<file path="src/rtl/adder_pkg.sv">
// adder_pkg: shared encodings for the switch adder/accumulator.
// Mode codes and controller FSM states.
package adder_pkg;

  typedef enum logic [1:0] {
    MODE_ADD = 2'b00,
    MODE_SUB = 2'b01,
    MODE_ACC = 2'b10,
    MODE_CLR = 2'b11
  } mode_e;

  typedef enum logic [1:0] {
    IDLE     = 2'b00,
    EXEC     = 2'b01,
    DONE     = 2'b10,
    WAIT_REL = 2'b11
  } state_e;

endpackage

</file>
<file path="src/rtl/btn_debounce.sv">
// btn_debounce: 2-flop sync, stability counter, rising-edge press.
// Stays disarmed after reset until the button is seen released.
module btn_debounce #(
  parameter int DEB_CYCLES = 50000
) (
  input  logic clk,
  input  logic rst,
  input  logic btn,
  output logic level,
  output logic press
);

  localparam int CW = (DEB_CYCLES > 2) ? $clog2(DEB_CYCLES) : 1;
  localparam logic [CW-1:0] LAST = CW'(DEB_CYCLES - 1);

  logic          s1;
  logic          s2;
  logic          armed;
  logic [CW-1:0] cnt;

  // Sync, then accept a level only after DEB_CYCLES stable samples
  always_ff @(posedge clk) begin
    if (rst) begin
      s1    <= 1'b0;
      s2    <= 1'b0;
      level <= 1'b0;
      armed <= 1'b0;
      cnt   <= '0;
      press <= 1'b0;
    end else begin
      s1    <= btn;
      s2    <= s1;
      press <= 1'b0;
      if (!armed) begin
        if (s1 | s2) begin
          cnt <= '0;
        end else if (cnt == LAST) begin
          armed <= 1'b1;
          cnt   <= '0;
        end else begin
          cnt <= cnt + 1'b1;
        end
      end else if (s2 == level) begin
        cnt <= '0;
      end else if (cnt == LAST) begin
        level <= s2;
        press <= s2;
        cnt   <= '0;
      end else begin
        cnt <= cnt + 1'b1;
      end
    end
  end

endmodule

</file>
<file path="src/rtl/adder_accum_ctrl.sv">
// adder_accum_ctrl: press-triggered add/sub/accumulate on switch operands.
// Define ACC_SATURATE_EN to clamp results instead of wrapping.
module adder_accum_ctrl
  import adder_pkg::*;
#(
  parameter int WIDTH      = 4,
  parameter int DEB_CYCLES = 50000
) (
  input  logic             Clk,
  input  logic             Rst,
  input  logic [WIDTH-1:0] OpA,
  input  logic [WIDTH-1:0] OpB,
  input  logic [1:0]       Mode,
  input  logic             Btn0,
  output logic [WIDTH:0]   Output,
  output logic             Valid,
  output logic             Busy
);

`ifdef ACC_SATURATE_EN
  localparam bit SAT = 1'b1;
`else
  localparam bit SAT = 1'b0;
`endif

  localparam logic [WIDTH:0] MAXV = {1'b1, {WIDTH{1'b1}}};
  localparam logic [WIDTH:0] MINV = {1'b1, {WIDTH{1'b0}}};

  state_e           state;
  state_e           nxt;
  logic [WIDTH-1:0] acc;
  logic [WIDTH-1:0] acc_nxt;
  logic [WIDTH:0]   res;
  logic [WIDTH:0]   sum;
  logic [WIDTH:0]   dif;
  logic [WIDTH:0]   asum;
  logic             press;
  logic             level;

  btn_debounce #(
    .DEB_CYCLES(DEB_CYCLES)
  ) u_deb (
    .clk  (Clk),
    .rst  (Rst),
    .btn  (Btn0),
    .level(level),
    .press(press)
  );

  // State register
  always_ff @(posedge Clk) begin
    if (Rst) state <= IDLE;
    else     state <= nxt;
  end

  // Next-state: one operation per press, then wait for release
  always_comb begin
    nxt = state;
    unique case (state)
      IDLE:     if (press) nxt = EXEC;
      EXEC:     nxt = DONE;
      DONE:     nxt = WAIT_REL;
      WAIT_REL: if (!level) nxt = IDLE;
    endcase
  end

  // Moore outputs
  always_comb begin
    Valid = (state == DONE);
    Busy  = (state != IDLE);
  end

  // Arithmetic at WIDTH+1 bits; top bit is carry/borrow/overflow
  always_comb begin
    sum     = {1'b0, OpA} + {1'b0, OpB};
    dif     = {1'b0, OpA} - {1'b0, OpB};
    asum    = {1'b0, acc} + {1'b0, OpA};
    res     = '0;
    acc_nxt = acc;
    unique case (Mode)
      MODE_ADD: res = (SAT && sum[WIDTH]) ? MAXV : sum;
      MODE_SUB: res = (SAT && dif[WIDTH]) ? MINV : dif;
      MODE_ACC: begin
        res     = (SAT && asum[WIDTH]) ? MAXV : asum;
        acc_nxt = res[WIDTH-1:0];
      end
      MODE_CLR: begin
        res     = '0;
        acc_nxt = '0;
      end
    endcase
  end

  // Output and accumulator load on the EXEC -> DONE edge
  always_ff @(posedge Clk) begin
    if (Rst) begin
      Output <= '0;
      acc    <= '0;
    end else if (state == EXEC) begin
      Output <= res;
      acc    <= acc_nxt;
    end
  end

endmodule
</file>
<file path="config.mk">
export PLATFORM = sky130hd
export DESIGN_NAME = adder_accum_ctrl
export DESIGN_NICKNAME = d
export VERILOG_FILES = /design/src/rtl/adder_pkg.sv /design/src/rtl/btn_debounce.sv /design/src/rtl/adder_accum_ctrl.sv
export SDC_FILE = /design/constraint.sdc
export NUM_CORES = 1
export LEC_CHECK = 0
export CAP_MARGIN = 10
export CORE_AREA = 2 2 65 67
export DETAILED_ROUTE_END_ITERATION = 16
export DIE_AREA = 0 0 67 69
export HOLD_SLACK_MARGIN = 0.06
export PLACE_DENSITY = 0.7
export SYNTH_ARGS = -nofsm -noshare
export SYNTH_HDL_FRONTEND = slang
export SYNTH_SLANG_ARGS = --single-unit
</file>
<file path="constraint.sdc">
create_clock -name Clk -period 3.1 [get_ports Clk]
set_input_delay 0.62 -clock Clk [delete_from_list [all_inputs] [get_ports Clk]]
set_output_delay 0.62 -clock Clk [all_outputs]
set_load 0.02 [all_outputs]
</file>
### Word-level counts from Yosys, hierarchy flattened

Index checks and enable logic that the tools add are counted.

* register bits after elaboration: 32
* input bits: 13

* add/subtract/negate cells: 4
* reductions and logical operators: 8
* bitwise logic cells: 4
* muxes and demuxes: 12
* eq/ne operators: 10

Operator list (number)
* 16-bit two-way mux: 4
* 5-bit one-hot mux with 4 select lines: 1
* 16-bit by 1-bit adder with 16-bit output (second input constant): 1
* 16-bit equality test (second input constant): 1
* 4-bit by 4-bit adder with 5-bit output: 2
* 2-bit equality test (second input constant): 4
* 2-bit one-hot mux with 4 select lines: 1
* 4-bit one-hot mux with 2 select lines: 1
* 4-bit by 4-bit subtractor with 5-bit output: 1
* 2-bit by 1-bit equality test with 1-bit output (second input constant): 2
* 2-bit logical NOT: 2
* 2-bit two-way mux: 2
* 2-bit AND reduction: 2
* 2-bit nonzero test: 2
* 4-bit OR reduction: 1
* 1-bit two-way mux: 3
* 1-bit NOT: 3
* 3-bit AND reduction: 1
* 2-bit by 1-bit inequality test with 1-bit output (second input constant): 1
* 2-bit inequality test (second input constant): 1
* 1-bit equality test: 1
* 1-bit OR: 1

### Logic depth before layout (Yosys ltp)

Gate-level depths: netlist of the first run.

* depth in word-level cells: 4
* gate-level depth with buffers: 9
* depth with buffers taken out: 9

### Hierarchy

From an unflattened synthesis of the first run, not the netlist that was laid out.

* cell total of the unflattened synthesis: 206
* area total of the unflattened synthesis: 1858.0 um^2

Modules (own cells, without submodules)
* adder_accum_ctrl: instances 1, area each 930.9 um^2, cells an instance 109
* btn_debounce: instances 1, area each 927.1 um^2, cells an instance 97

### Least setup slack after synthesis of the first run

No wires, ideal clock.

* path kind: input port to flip-flop
* start: input Mode[0]
* end: register Output[4]
* cell stages on the path: 9
* setup slack: 608 ps
* arrival time: 2401 ps
* library setup time: 91 ps
* cell sequence: clkbuf_1 nor2b_1 nor2_1 xnor2_1 ha_1 nor2b_1 o21a_1 o41a_1 a311oi_1

* word-level cells in the longest chain between the ends: 2
* elaborated cells between the ends (all ways): 5
* those cells by class: eq/ne: 3; mux: 1; reduce/logical: 1

RTL lines
* start: declaration: RTL line adder_accum_ctrl.sv:13 `input logic [1:0] Mode,`
* 2-bit equality test (tied with other cells): RTL line adder_accum_ctrl.sv:80 `unique case (Mode)`
* 5-bit one-hot mux with 4 select lines (*): RTL line adder_accum_ctrl.sv:80
* end signal: assignment: RTL line adder_accum_ctrl.sv:100 `Output <= res;`
* end: declaration: RTL line adder_accum_ctrl.sv:15 `output logic [WIDTH:0] Output,`

Mark *: on every way between the ends. The rest lies on a longest branch, timed or not.
A chain may end at the register's enable or synchronous reset.

### Worst setup path after layout of the first run

* start: input OpB[0]
* end: register Output[4]

* word-level cells in the longest chain between the ends: 2
* elaborated cells between the ends (all ways): 3
* those cells by class: add/sub: 2; mux: 1

RTL lines
* start: declaration: RTL line adder_accum_ctrl.sv:12 `input logic [WIDTH-1:0] OpB,`
* 4-bit by 4-bit subtractor with 5-bit output or 4-bit by 4-bit adder with 5-bit output (tied branches): RTL line adder_accum_ctrl.sv:76, adder_accum_ctrl.sv:75
* 5-bit one-hot mux with 4 select lines (*): RTL line adder_accum_ctrl.sv:80

Marked as above.

==> run summary, run 1 <==
CP Class -> in -> reg
Largest net degree at the start of global routing -> 18
Crit path max-delay family -> compound AO/OA/AOI/OAI gates
Main synth FF type -> dfxtp_1
Most used cell along the critical path -> ha_1
Layout area overhead -> 17.3%
Maximum vdd drop -> 0.216 mV
Die area -> 4620 sq um
Post-route cell area -> 2220 sq um
Clock Pin Slew Worst Setup and Hold Paths -> 0.07 ns
Io pins -> 20
Post-Syn Instances -> 208
Final setup viols -> 0
Postcts setup bufs -> 0
CTS Root Cell -> clkbuf_8
Vias in the first global route -> 1365
Startpoint type of the worst setup path -> input pin
Row count -> 23
Synth Warn # -> 0
Grt ovf -> 0
Final wirelength -> 3.35 mm
Worst Path Arrival -> 2.82 ns
TritonRoute pass-1 iters -> 4
Status -> finished, final reports clean
ANT nets after route -> 0
Critical path's slowest cell -> clkdlybuf4s50_1
Post-synthesis register bit count -> 32
Static Leak -> 0.000784 uW
Area after DPL -> 2130 sq um
Slew HR -> 70.4%
Multi-input logic area -> 1150 sq um
WP buf/inv -> 2
Clk_lat worst skew -> 0.28 ns
Dpl hpwl -> 2.54 mm
Critical Path Fanout Max -> 4
Final Cycle Share -> 84.7%
Final Skew -> 0.00124 ns
GPL Wtd Cong -> 0.805
Seq/Total Area, Yosys -> 33.9%
Maxcap violations -> 0
Tot Pwr -> 1070 uW
Die Ht -> 69 microns
Initial antenna violation count -> 0
Cts bufs inserted -> 5
First-pass GRT wire length -> 5.89 mm
Setup_tns -> 0 ns
Fmax -> 381 MHz
Fin util -> 56.7%
Cell Area, Synth -> 1890 sq um
Cell Chain, Critical Path -> clkdlybuf4s50_1 -> inv_1 -> ha_1 -> nor2_1 -> xnor2_1 -> ha_1 -> nor2b_1 -> o21a_1 -> o41a_1 -> a311oi_1
Final hold viol count -> 0
Fillers -> 376
HP Class -> reg -> reg
Synth cell types -> 51
Mapped Avg Cell Area -> 9.10 sq um
DR vias/cell -> 5.21
Share of cells above drive strength 1 -> 13.8%
# DRC -> 0
Worst-case clock buffer depth -> 2
Hold Buf Count CTS -> 0
Synth async-reset ratio -> 0%
Yosys top cell area share -> 33.9%
Dominant cell type by area after synthesis -> dfxtp_1
Worst-Margin Slew -> 0.438 ns
DR vias -> 1469
Reg area -> 641 sq um
IO buf count -> 19
Critical Path RT -> 3.29 ns
# diodes -> 0
Core Region -> 3910 sq um
Max incr delay on CP -> 0.51 ns
Clock period minus worst slack -> 2.63 ns
Synth area leaders -> dfxtp_1 34%, ha_1 9.9%, nor2_4 4.8%
Post-cts resize count -> 0
Pwr dens -> 484 nW/um^2
EDFF count, synth -> 0
RSZ-0062 raised after global routing -> false
H-tree Lvls -> 2
CTS tree -> yes
Starting Density -> 48.3%
Syn_nets -> 238
Worst hold margin -> 0.461 ns
Crit path capture type -> register
1st-iter DRT viols -> 59
Most frequent cells after synthesis -> 32 x dfxtp_1, 19 x nor2_1, 16 x inv_1
Clock tree sinks -> 32
Top-count cell post-synth -> dfxtp_1
Final nets -> 261
GRT Util Overall -> 16.1%
Die W -> 67 microns
Max Slew Vio Count -> 0
WL/cell -> 11.9 microns
## worst paths after layout
path / from / endpoint / slack, ns / cells past startpoint
max: OpB[0] / Output[4] / 0.47 / 10
min: acc[3] / acc[3] / 0.46 / 2
max reg2reg: state[1] / Output[3] / 1.35 / 6
min reg2reg: acc[3] / acc[3] / 0.46 / 2
## power breakdown
part	internal (uW)	switching (uW)
Clock	156	154
Combinational	142	159
Sequential	442	19.7
Total	740	333
## kinds of logic (layout without fill, tap and decap cells)
group	after synthesis	after routing	synth area share (%)
fa+ha+maj	17	17	12.0
flops	32	32	33.9
simple gates	86	86	28.6
compound gates	35	35	12.8
buf+inv	22	46	5.09
mux	2	2	1.12
xor+xnor	14	14	6.48
## through the flow
step                instances  setup slack, ns
floorplan                 208            0.608
global placement          274            0.222
detailed placement        274            0.165
CTS                       282            0.457
global route              282            0.297
finish                    282            0.474
## worst min-delay path: stages (launching register included)
cell	delay (ns)
dfxtp_1	0.32
nand2_1	0.05
a21oi_1	0.05
## flip-flops by register name (all words and copies together), names as in the netlist
signal       flops
Output           5
u_deb.press      1
u_deb.level      1
acc              4
u_deb.cnt       16
u_deb.s1         1
u_deb.s2         1
u_deb.armed      1
state            2
## area by class of cell
type / instances / area share [%]
Multi-Input combinational cell: 154 / 52.1
Timing Repair Buffer: 22 / 9.59
Clock buffer: 5 / 3.10
Tap cell: 50 / 2.82
Inverter: 16 / 2.71
Sequential cell: 32 / 28.9
Clock inverter: 3 / 0.846
## per-layer routing
metal  vias to the layer above  GRT usage (%)  part of all wire, %
met3                         4           4.40                  3.1
met1                       680           21.0                   49
met5                         -              0                    0
li1                        767              -                    -
met2                        18           25.3                   47
met4                         0           5.44                 0.84
## placed cells by master, fill, tap and decap left out, types with 3 or more instances in the layout
cell type and n:
a211oi_1 3, a21oi_1 14, buf_4 3, clkbuf_8 5, clkdlybuf4s50_1 19, dfxtp_1 32, ha_1 15, inv_1 16
nand2_1 10, nand3_1 8, nand4_1 3, nor2_1 19, nor2_4 8, nor2b_1 9, nor3_1 5, o21ai_0 4
xnor2_1 10, xor2_1 4
No activity file was read; power rests on OpenSTA's default activity.
==> run 2: changes to the inputs <==
clock period = 2.6 ns   (was 3.1 ns; I/O delays follow)
==> run 2 against run 1 <==
Sequential cell count unchanged. Total power increased by 18%. Combinational power increased by 24%. Clock power increased by 11%. First-iteration DRC count increased by 24%. Sequential power increased by 19%. Sequential share of layout area decreased by 0.34 points. Non-clock buffer count increased by 3. Via count decreased by 0.82%. Count of clock-buffer cells in the layout increased by 1. Hold slack got worse by 0.0035 ns. Largest cell class unchanged.
==> run summary, run 2 (synthesized netlist as in run 1, its figures left out) <==
Worst hold margin -> 0.458 ns (-0.00354 ns)
Worst r2r src -> state[1]
GPL Wtd Cong -> 0.809 (+0.45%)
Worst-case clock buffer depth -> 2 (unchanged)
Initial antenna violation count -> 0 (unchanged)
Met2 usage -> 26.6% (+1.3 points)
Most used cell along the critical path -> ha_1
Vias in the first global route -> 1442 (+5.6%)
First-pass GRT wire length -> 6.04 mm (+2.6%)
Static Leak -> 0.000804 uW (+2.5%)
# diodes -> 0 (unchanged)
Post-route cell area -> 2240 sq um (+1.2%)
Clk_lat worst skew -> 0.28 ns (about the same)
DP Worst Slack -> -0.238 ns (-0.403 ns)
Clock tree sinks -> 32 (unchanged)
Maxcap violations -> 0 (unchanged)
Hold Buf Count CTS -> 0 (unchanged)
Max reg flops -> 16 (unchanged)
Die Ht -> 69 microns (unchanged)
Io pins -> 20 (unchanged)
Max incr delay on CP -> 0.47 ns (-0.04 ns)
Critical Path RT -> 2.79 ns (-0.50 ns)
Crit path capture type -> register
Share of cells above drive strength 1 -> 15.4% (+1.6 points)
Layout area overhead -> 18.7%
Cts bufs inserted -> 5 (unchanged)
Dpl hpwl -> 2.60 mm (+2.7%)
Die W -> 67 microns (unchanged)
Part of the power in combinational logic -> 29.4% (+1.3 points)
Fillers -> 378 (+0.53%)
Startpoint type of the worst setup path -> input pin
Worst r2r path cells -> 6 (unchanged)
Most frequent cells in the layout -> 32 x dfxtp_1, 18 x nor2_1, 18 x clkdlybuf4s50_1
Fmax -> 398 MHz
Clock period minus worst slack -> 2.51 ns
IO buf count -> 19 (unchanged)
M1 GR Usage -> 21.0% (+0.048 points)
Final Skew -> 0.00273 ns (+0.00148 ns)
Starting Density -> 48.3% (unchanged)
CP Class -> in -> reg
Status -> finished, final reports clean
CTS tree -> yes
Worst setup path end -> Output[4]
Worst-Margin Slew -> 0.390 ns (-0.0473 ns)
Pwr dens -> 566 nW/um^2 (+17%)
Critical path's slowest cell -> clkdlybuf4s50_1
Grt ovf -> 0 (unchanged)
GRT Util Overall -> 16.7% (+0.60 points)
Final nets -> 264 (+1.1%)
# DRC -> 0 (unchanged)
Tot Pwr -> 1270 uW (+18%)
Clock Pin Slew Worst Setup and Hold Paths -> 0.06 ns (about the same)
TritonRoute pass-1 iters -> 4 (unchanged)
Final Cycle Share -> 96.7%
Core Region -> 3910 sq um (unchanged)
Area after DPL -> 2150 sq um (+1.1%)
End of the worst register-to-register path -> Output[3]
Row count -> 23 (unchanged)
GR peak layer -> met2
Most common cell after layout, fill and taps aside -> dfxtp_1
Worst Path Arrival -> 2.70 ns (-0.12 ns)
WL/cell -> 12.2 microns (+2.8%)
Final setup viols -> 0 (unchanged)
Critical Path Fanout Max -> 2 (-2)
Register share of total power -> 43.4% (+0.4 points)
DR vias/cell -> 5.13 (-1.5%)
Setup_tns -> 0 ns (unchanged)
Slew HR -> 73.3% (+2.9 points)
Clk pwr share -> 27.2% (-1.7 points)
Top reg by flops -> u_deb.cnt
Met3 usage -> 3.92% (-0.49 points)
CTS Root Cell -> clkbuf_8
Setup slack, reg-to-reg -> 0.80 ns (-0.55 ns)
Power Internal -> 887 uW (+20%)
Switch share -> 30.1% (-0.94 points)
Final hold viol count -> 0 (unchanged)
Switching pwr -> 382 uW (+15%)
ANT nets after route -> 0 (unchanged)
Maximum vdd drop -> 0.256 mV (+19%)
Max Slew Vio Count -> 0 (unchanged)
Largest net degree at the start of global routing -> 17 (-1)
Worst Setup SP -> OpB[0]
DR vias -> 1457 (-0.82%)
Final WS setup -> 0.0854 ns (-0.389 ns)
H-tree Lvls -> 2 (unchanged)
Die area -> 4620 sq um (unchanged)
HP Class -> reg -> reg
Top Registers -> u_deb.cnt: 16 flops, Output: 5 flops, acc: 4 flops
Cell Chain, Critical Path -> clkdlybuf4s50_1 -> inv_1 -> ha_1 -> nor2_2 -> xnor2_1 -> ha_1 -> nor2b_1 -> o21a_1 -> o41a_1 -> a311oi_2
1st-iter DRT viols -> 73 (+24%)
Final wirelength -> 3.46 mm (+3.5%)
## run 2: worst min path at each step
stage / from / endpoint / cells after the start
2_1_floorplan: acc[2] / acc[2] / 2
3_3_place_gp: acc[3] / acc[3] / 2
3_5_place_dp: acc[2] / acc[2] / 2
4_1_cts: acc[2] / acc[2] / 2
5_1_grt: acc[2] / acc[2] / 2
6_report: acc[2] / acc[2] / 2
## run 2: repair_timing
action	4_1_cts	5_1_grt
resized for setup	0	4
buffers inserted	0	0
endpoints found under the setup margin	0	2
## run 2: metal layers
metal / share of wire [%] / up-vias / wire (microns)
met4: 1.6 / 0 / 55
met1: 48 / 661 / 1670
met2: 47 / 16 / 1640
met3: 2.9 / 5 / 102
met5: 0 / - / 0
li1: - / 775 / -
## run 2: area by class of cell
cell class	instances	area, sq um	share of cell area, %
well taps	50	62.6	2.79
repair buffers	25	238	10.6
inverters	16	60.1	2.68
clock inverters	1	5.00	0.223
multi-input cells	154	1170	52.0
clock buffers	6	72.6	3.23
flip-flops and latches	32	641	28.5
## run 2: worst max-delay path, delay by kind of cell
family	cells	cell delay (ns)
AO/OA/AOI/OAI	3	0.81
XOR/XNOR	1	0.12
buffers and inverters	2	0.52
adder cells (fa/ha/maj)	2	0.47
AND/OR/NAND/NOR	2	0.27
## run 2: power groups by stage
stage | clock [uW] | sequential (uW) | combinational [uW]
5_1_grt | 377 | 555 | 419
3_3_place_gp | 0 | 562 | 363
4_1_cts | 356 | 551 | 369
6_report | 345 | 551 | 373
2_1_floorplan | 0 | 585 | 217
3_5_place_dp | 0 | 562 | 366
## run 2: metrics by stage
step           cells  util (%)
2_1_floorplan    208         -
3_3_place_gp     277      55.0
3_5_place_dp     277      55.0
4_1_cts          284      57.0
5_1_grt          284      57.4
6_report         284      57.4
==> run 3: changes to the inputs <==
CTS_CLUSTER_SIZE = 14   (was default)
HOLD_SLACK_MARGIN = 0.03   (was 0.06)
==> results of run 3 <==
No change in the layout: final DEF, timing and power equal those of run 2.
